### src/rtl/segre_pkg.sv
// Shared types and default sizes for the main-memory arbiter.
package segre_pkg;

    typedef enum logic [1:0] {
        IDLE  = 2'd0,
        ISSUE = 2'd1,
        WAIT  = 2'd2
    } arb_state_e;

    localparam int DEF_ADDR_W  = 32;
    localparam int DEF_LINE_W  = 128;
    localparam int DEF_TIMEOUT = 255;

endpackage

### src/rtl/segre_rr_picker.sv
// Combinational rotating-priority picker: first requester at or above ptr, with wrap-around.
// A pointer tied to zero turns it into a lowest-index-wins fixed-priority picker.
module segre_rr_picker #(
    parameter int  NUM_CH = 2,
    localparam int PTR_W  = $clog2(NUM_CH)
) (
    input  logic [NUM_CH-1:0] req,
    input  logic [PTR_W-1:0]  ptr,
    output logic [NUM_CH-1:0] gnt,
    output logic              valid
);

    localparam logic [NUM_CH-1:0] ONE = NUM_CH'(1);

    logic [NUM_CH-1:0] rot;
    logic [NUM_CH-1:0] rot_oh;

    // Rotate so the pointer channel sits at bit 0, isolate the lowest set bit, rotate back.
    assign rot    = NUM_CH'({req, req} >> ptr);
    assign rot_oh = rot & (~rot + ONE);
    assign gnt    = NUM_CH'(({rot_oh, rot_oh} << ptr) >> NUM_CH);
    assign valid  = |req;

endmodule

### src/rtl/segre_mem_arbiter.sv
// NUM_CH-to-1 main-memory arbiter with response routing and a response watchdog.
// Define SEGRE_ARB_ROUND_ROBIN_EN for round-robin arbitration; otherwise fixed priority (channel 0 highest).
module segre_mem_arbiter
    import segre_pkg::*;
#(
    parameter int NUM_CH  = 2,
    parameter int ADDR_W  = DEF_ADDR_W,
    parameter int LINE_W  = DEF_LINE_W,
    parameter int TIMEOUT = DEF_TIMEOUT
) (
    input  logic                     clk_i,
    input  logic                     rsn_i,
    input  logic [NUM_CH-1:0]        req_i,
    input  logic [NUM_CH-1:0]        we_i,
    input  logic [NUM_CH*ADDR_W-1:0] addr_i,
    input  logic [NUM_CH*LINE_W-1:0] wdata_i,
    output logic [NUM_CH-1:0]        gnt_o,
    output logic [NUM_CH-1:0]        rvalid_o,
    output logic [LINE_W-1:0]        rdata_o,
    output logic                     mem_req_o,
    output logic                     mem_we_o,
    output logic [ADDR_W-1:0]        mem_addr_o,
    output logic [LINE_W-1:0]        mem_wdata_o,
    input  logic                     mem_rvalid_i,
    input  logic [LINE_W-1:0]        mem_rdata_i,
    output logic                     busy_o,
    output logic                     err_o
);

    localparam int PTR_W = $clog2(NUM_CH);
    localparam int CNT_W = $clog2(TIMEOUT + 1);

    arb_state_e        state_reg;
    logic [NUM_CH-1:0] owner_reg;
    logic [NUM_CH-1:0] gnt_reg;
    logic [NUM_CH-1:0] rvalid_reg;
    logic [LINE_W-1:0] rdata_reg;
    logic              mem_req_reg;
    logic              we_reg;
    logic [ADDR_W-1:0] addr_reg;
    logic [LINE_W-1:0] wdata_reg;
    logic [CNT_W-1:0]  wdog_reg;
    logic              err_reg;

    logic [PTR_W-1:0]  ptr;
    logic [NUM_CH-1:0] pick;
    logic              pick_valid;

    segre_rr_picker #(
        .NUM_CH (NUM_CH)
    ) u_picker (
        .req   (req_i),
        .ptr   (ptr),
        .gnt   (pick),
        .valid (pick_valid)
    );

`ifdef SEGRE_ARB_ROUND_ROBIN_EN
    logic [PTR_W-1:0] ptr_reg;
    logic [PTR_W-1:0] ptr_next;
    logic [PTR_W-1:0] win_idx;

    always_comb begin
        win_idx = '0;
        for (int i = 0; i < NUM_CH; i++) begin
            if (pick[i]) win_idx = PTR_W'(i);
        end
    end

    assign ptr_next = (win_idx == PTR_W'(NUM_CH - 1)) ? '0 : win_idx + PTR_W'(1);

    always_ff @(posedge clk_i) begin
        if (rsn_i) begin
            ptr_reg <= '0;
        end else if (state_reg == IDLE && pick_valid) begin
            ptr_reg <= ptr_next;
        end
    end

    assign ptr = ptr_reg;
`else
    assign ptr = '0;
`endif

    // One-hot select of the winner's address and write data.
    logic [ADDR_W-1:0] addr_term  [NUM_CH];
    logic [LINE_W-1:0] wdata_term [NUM_CH];
    logic [ADDR_W-1:0] sel_addr;
    logic [LINE_W-1:0] sel_wdata;

    for (genvar gi = 0; gi < NUM_CH; gi++) begin : g_sel
        assign addr_term[gi]  = pick[gi] ? addr_i[gi*ADDR_W +: ADDR_W]  : '0;
        assign wdata_term[gi] = pick[gi] ? wdata_i[gi*LINE_W +: LINE_W] : '0;
    end

    always_comb begin
        sel_addr  = '0;
        sel_wdata = '0;
        for (int i = 0; i < NUM_CH; i++) begin
            sel_addr  = sel_addr | addr_term[i];
            sel_wdata = sel_wdata | wdata_term[i];
        end
    end

    always_ff @(posedge clk_i) begin
        if (rsn_i) begin
            state_reg   <= IDLE;
            owner_reg   <= '0;
            gnt_reg     <= '0;
            rvalid_reg  <= '0;
            rdata_reg   <= '0;
            mem_req_reg <= 1'b0;
            we_reg      <= 1'b0;
            addr_reg    <= '0;
            wdata_reg   <= '0;
            wdog_reg    <= '0;
            err_reg     <= 1'b0;
        end else begin
            gnt_reg     <= '0;
            rvalid_reg  <= '0;
            mem_req_reg <= 1'b0;
            case (state_reg)
                IDLE: begin
                    if (pick_valid) begin
                        owner_reg   <= pick;
                        gnt_reg     <= pick;
                        mem_req_reg <= 1'b1;
                        we_reg      <= |(we_i & pick);
                        addr_reg    <= sel_addr;
                        wdata_reg   <= sel_wdata;
                        state_reg   <= ISSUE;
                    end
                end
                ISSUE: begin
                    // A zero-latency memory may answer in the same cycle as the request.
                    if (mem_rvalid_i) begin
                        rdata_reg  <= mem_rdata_i;
                        rvalid_reg <= owner_reg;
                        state_reg  <= IDLE;
                    end else begin
                        wdog_reg  <= '0;
                        state_reg <= WAIT;
                    end
                end
                WAIT: begin
                    if (mem_rvalid_i) begin
                        rdata_reg  <= mem_rdata_i;
                        rvalid_reg <= owner_reg;
                        state_reg  <= IDLE;
                    end else if (wdog_reg == CNT_W'(TIMEOUT - 1)) begin
                        err_reg    <= 1'b1;
                        rdata_reg  <= '0;
                        rvalid_reg <= owner_reg;
                        state_reg  <= IDLE;
                    end else begin
                        wdog_reg <= wdog_reg + CNT_W'(1);
                    end
                end
                default: state_reg <= IDLE;
            endcase
        end
    end

    assign gnt_o       = gnt_reg;
    assign rvalid_o    = rvalid_reg;
    assign rdata_o     = rdata_reg;
    assign mem_req_o   = mem_req_reg;
    assign mem_we_o    = we_reg;
    assign mem_addr_o  = addr_reg;
    assign mem_wdata_o = wdata_reg;
    assign busy_o      = (state_reg != IDLE);
    assign err_o       = err_reg;

endmodule

### config.mk
export PLATFORM = sky130hd
export DESIGN_NAME = segre_mem_arbiter
export DESIGN_NICKNAME = d
export VERILOG_FILES = /design/src/rtl/segre_pkg.sv /design/src/rtl/segre_rr_picker.sv /design/src/rtl/segre_mem_arbiter.sv
export SDC_FILE = /design/constraint.sdc
export NUM_CORES = 1
export LEC_CHECK = 0
export BUFFER_PORTS_ARGS = -buffer_cell sky130_fd_sc_hd__buf_2
export CAP_MARGIN = 20
export CELL_PAD_IN_SITES_DETAIL_PLACEMENT = 1
export CELL_PAD_IN_SITES_GLOBAL_PLACEMENT = 1
export CORE_AREA = 5 5 289 291
export DETAILED_ROUTE_END_ITERATION = 8
export DIE_AREA = 0 0 294 296
export PLACE_DENSITY = 0.52
export SLEW_MARGIN = 10
export SYNTH_ARGS = -nofsm -noshare
export SYNTH_HDL_FRONTEND = slang
export SYNTH_HIERARCHICAL = 1
export SYNTH_SLANG_ARGS = --single-unit
### constraint.sdc
create_clock -name clk_i -period 1.72 [get_ports clk_i]
set_input_delay 0 -clock clk_i [delete_from_list [all_inputs] [get_ports clk_i]]
set_output_delay 0 -clock clk_i [all_outputs]
set_load 0.01 [all_outputs]
* Word level (Yosys, flattened, before mapping)
Cells that the tools add are included.
** Word-level totals
- Bits of input ports :: 455
- Output and inout port bits :: 296
- Register bits after elaboration :: 307
** Operators by class
- Eq/ne operators :: 9
- Multiplexer cells :: 22
- Bitwise operators :: 8
- Add/sub/neg operators :: 2
- Reductions and logical operators :: 12
** Operators by type and width (number)
- 128-bit 2-to-1 mux :: 5
- 128-bit case mux with 2 select lines :: 1
- 128-bit OR :: 1
- 32-bit 2-to-1 mux :: 2
- 32-bit OR :: 1
- 8-bit 2-to-1 mux :: 3
- 8-bit case mux with 2 select lines :: 1
- 2-bit 2-to-1 mux :: 7
- 2-bit != test, second input constant :: 5
- 8-bit by 1-bit adder with 8-bit output, second input constant :: 1
- 8-bit equality test, second input constant :: 1
- 2-bit case mux with 3 select lines :: 1
- 3-bit AND reduction :: 2
- 2-bit OR reduction :: 3
- 2-bit bitwise AND :: 2
- 2-bit case mux with 2 select lines :: 1
- 2-bit AND reduction :: 2
- 4-bit AND reduction :: 1
- 2-bit nonzero test :: 2
- 3-bit != test, second input constant :: 1
- 1-bit inverter :: 3
- 3-bit OR reduction :: 1
- 2-bit by 1-bit adder with 2-bit output, second input constant :: 1
- 2-bit by 1-bit equality test with 1-bit output, second input constant :: 1
- other kinds (4) :: 4

* Longest topological paths before layout
- Word-level depth :: 5
- Mapped depth :: 8

* Cells and area by module
Netlist, hierarchy kept.
** By module, submodules not included
- segre_mem_arbiter :: area an instance 11185.7 µm², cells an instance 1120, times used 1, seq. area each 6145.9 µm²
- segre_rr_picker :: area an instance 25.0 µm², cells an instance 4, times used 1, seq. area each 0.0 µm²

* Worst setup path after synthesis
Ideal clock, no wire load.
- Kind :: reg-to-reg
- Start point :: register state_reg[0]
- End point :: register wdog_reg[6]
- Data required time :: 1.591 ns
- Clock period less this slack :: 1.608 ns
- Cell stages (with the launch flop) :: 8
- Slack :: 0.112 ns
- Setup time :: 0.129 ns
- Path buffers :: 1
- Arrival time :: 1.479 ns
- Path through :: dfxtp_1 -> inv_1 -> ha_1 -> buf_6 -> and4_4 -> a2111oi_2 -> xnor2_1 -> nor2_1
** Between the ends
- Cells in the longest elaborated chain, start to end :: 3
** Ends and longest elaborated chain
- start, declared :: line segre_mem_arbiter.sv:33 : arb_state_e state_reg;
- start signal, assigned :: line segre_mem_arbiter.sv:107 : state_reg <= IDLE;
- start signal, assigned :: line segre_mem_arbiter.sv:131 : state_reg <= ISSUE;
- start signal, assigned :: line segre_mem_arbiter.sv:139 : state_reg <= IDLE;
- 2-bit equality test / 2-bit by 1-bit equality test with 1-bit output (equally long branches) :: line segre_mem_arbiter.sv:122 : case (state_reg)
- 2-bit != test (no source line) / 2-bit nonzero test (equally long branches)
- 4-bit AND reduction (no source line)
- end signal, assigned :: line segre_mem_arbiter.sv:156 : wdog_reg <= wdog_reg + CNT_W'(1);
- end, declared :: line segre_mem_arbiter.sv:42 : logic [CNT_W-1:0] wdog_reg;
Several ways; a longest one is shown, not always the timed one.
A chain may end at the register's enable or synchronous reset.

* Worst setup path after layout
- Start point :: register state_reg[0]
- End point :: register rdata_reg[4] (netlist: rdata_o[4])
** Between the ends
- Cells in the longest elaborated chain, start to end :: 3
** Ends and longest elaborated chain
- 2-bit equality test / 2-bit by 1-bit equality test with 1-bit output (equally long branches) :: line segre_mem_arbiter.sv:122
- 3-bit != test (no source line), or another cell as far along
- 3-bit AND reduction (no source line)
- end signal, assigned :: line segre_mem_arbiter.sv:137 : rdata_reg <= mem_rdata_i;
- end signal, assigned :: line segre_mem_arbiter.sv:147 : rdata_reg <= mem_rdata_i;
- end, declared :: line segre_mem_arbiter.sv:37 : logic [LINE_W-1:0] rdata_reg;
Several ways; a longest one is shown, not always the timed one.

==> metrics.cfg <==
[outcome]
status=finished with violations
violations=setup timing

[logic_synthesis]
synth_compound_area_frac=0.242
synth-seq-cells=307
synthMuxAreaShare=0.00190
ys_types=42
yosys.area_share.simple=0.146
avgSynthCellArea_um2=9.97
synth_ff_type=dfxtp_1
synth_top_area_frac=0.548
synth-edff-count=0
yosysSeqAreaShare=0.548
synth_top_family_by_area=compound AO/OA/AOI/OAI gates
yosys_warnings=6
synth_fa_ha_area_frac=0.00558
async_flop_share=0
yosysTopAreaCell=dfxtp_1
synth-xor-area-share=0.00391
synth_area_leaders=dfxtp_1, a221oi_1, a22o_1
syn_inst=1124
netlist_area_um2=11200

[placed_design]
gp_congestion=0.800
hpwlAfterDp_um=42700
portBuffers=750
dpl-instance-area_um2=16600
pre_cts_slack_ps=-94.5

[timing]
period_share=1.04
rsz0062_at_grt=yes
slew_violations=0
slew_headroom=0.595
fmax_mhz=561
worst_slack_ps=-61.9
hold_violations=0
fin_skew_ps=8.19
fin_crit_ps=1780
worst_pin_slew_ps=607
setup_viol_count_final=62

[die]
rows=104
core_region_area_um2=80300
dieWidth_um=294
io_pins=751
die_y_um=296
start_util=0.140
dieArea_um2=87000

[cts]
cts.path.max_buffers=3
cts_root_buf=clkbuf_16
path_clk_slew_ps=60
cts_tree=built
clock-sinks=307
cts_buffers=38
h-tree-depth=2
clock_latency_ps=540

[global_route]
grt-ovfl-total=0
antenna_found_initial=11
grt_pass1_vias=16100
grt_first_pass_wirelength_um=98100
gr-usage-all-layers=0.143
grt_max_degree=100

[cells_and_area]
drive_gt1_frac=0.409
utilization=0.289
fin_area_um2=23200
layout.nets=2815
layout_common_cells=buf_2, dlygate4sd3_1, dfxtp_1
layout_commonest_cell=buf_2
area_growth_pct=107
nFillCells=9297

[power]
total_leakage_power_nw=10.6
power_density_nw_per_um2=953
ir_drop_v=0.000527
p_total_mw=22.1

[flow_run]
drv_cap=0

[drt]
drc_errors=0
vias_per_cell=4.31
drt-total-wl_um=69300
ant_nets=0
drtIter0Drc=523
drtPass1Iterations=7
wire_per_inst_um=20.1
vias=14800

[critical_path]
cp.arrival_ps=2260
cp-start-kind=register
end_kind=register
crit_required_ps=2190
critical_path_class=reg2reg
cp_max_fo=16

[min_path]
min_path_type=in2reg

[critical path, stage by stage (launching register included)]
cell	delay [ps]
dfxtp_2	330
buf_4	140
ha_4	160
or3_4	390
o31ai_4	80
buf_12	160
buf_4	250
a22o_1	210
[stage by stage]
stage	hold slack, ps	std cells	setup TNS (ps)
after global placement	217	2896	-3180
after floorplan	133	1125	0
final	84.2	3445	-1230
after CTS	55.6	3429	-2970
after global routing	93.7	3445	-12830
after detailed placement	221	2896	-5970
[report_power, final]
| part | internal [mW] | switching, mW | total [mW] |
|---|---|---|---|
| sequential | 7.82 | 0.392 | 8.21 |
| combinational | 2.79 | 2.87 | 5.66 |
| clock | 5.01 | 3.23 | 8.24 |
[Yosys cell counts, drive strengths merged, types with 2 or more instances]
library cell and n:
xnor2 5, nand3 5, and3 3, a22o 128, a21boi 2, clkbuf 73
nor4bb 2, a2111oi 3, ha 5, buf 47, o31ai 2, o21bai 2
a221oi 161, a21oi 5, nand2 8, inv 8, and4 2, nor2 173
nor3 163, a311oi 2, dfxtp 307, a211oi 2, and2 4
[final cells by class]
class,count,area (µm²),area share
timing repair buffer,1310,9580,0.413
multi-input combinational,690,4830,0.208
clock inverter,14,189,0.00815
clock buffer,52,1080,0.0468
inverter,8,30.0,0.00129
tap,1060,1330,0.0572
sequential,307,6150,0.265
antenna,4,10.0,0.000432
[metal layers]
metal  track usage  share of wire
met5             0        0.00062
met2         0.248           0.49
met4        0.0796          0.055
met1         0.159           0.37
met3        0.0398          0.079
[path summary, 6_finish.rpt]
path	slack, ps	startpoint	end	depth (start not counted)
setup / recovery	-60	state_reg[0]$_SDFFE_PP0P_	rdata_o[4]$_SDFFE_PP0P_	7
hold reg to reg	460	owner_reg[1]$_SDFFE_PP0P_	owner_reg[1]$_SDFFE_PP0P_	2
setup reg to reg	-60	state_reg[0]$_SDFFE_PP0P_	rdata_o[4]$_SDFFE_PP0P_	7
hold / removal	80	req_i[0]	owner_reg[1]$_SDFFE_PP0P_	6
[repair_timing]
action,in CTS,in global routing
cloned,5,7
setup buffers,10,8
pin swaps,10,9
hold buffers,452,0
endpoints found under the setup margin,138,278
gates resized for setup,30,40
endpoints found under the hold margin,296,0
[logic make-up (layout without fill, tap and decap cells)]
family                     after synthesis  count (layout)
DFF                                    307             307
buffers and inverters                  128            1384
muxes                                    2               2
xor gates and xnor gates                 5               5
and+or+nand+nor                        365             365
other                                    1               6
AOI/OAI and AO/OA                      311             311
adders and majority gates                5               5
Power figures use the tool's default switching activity.
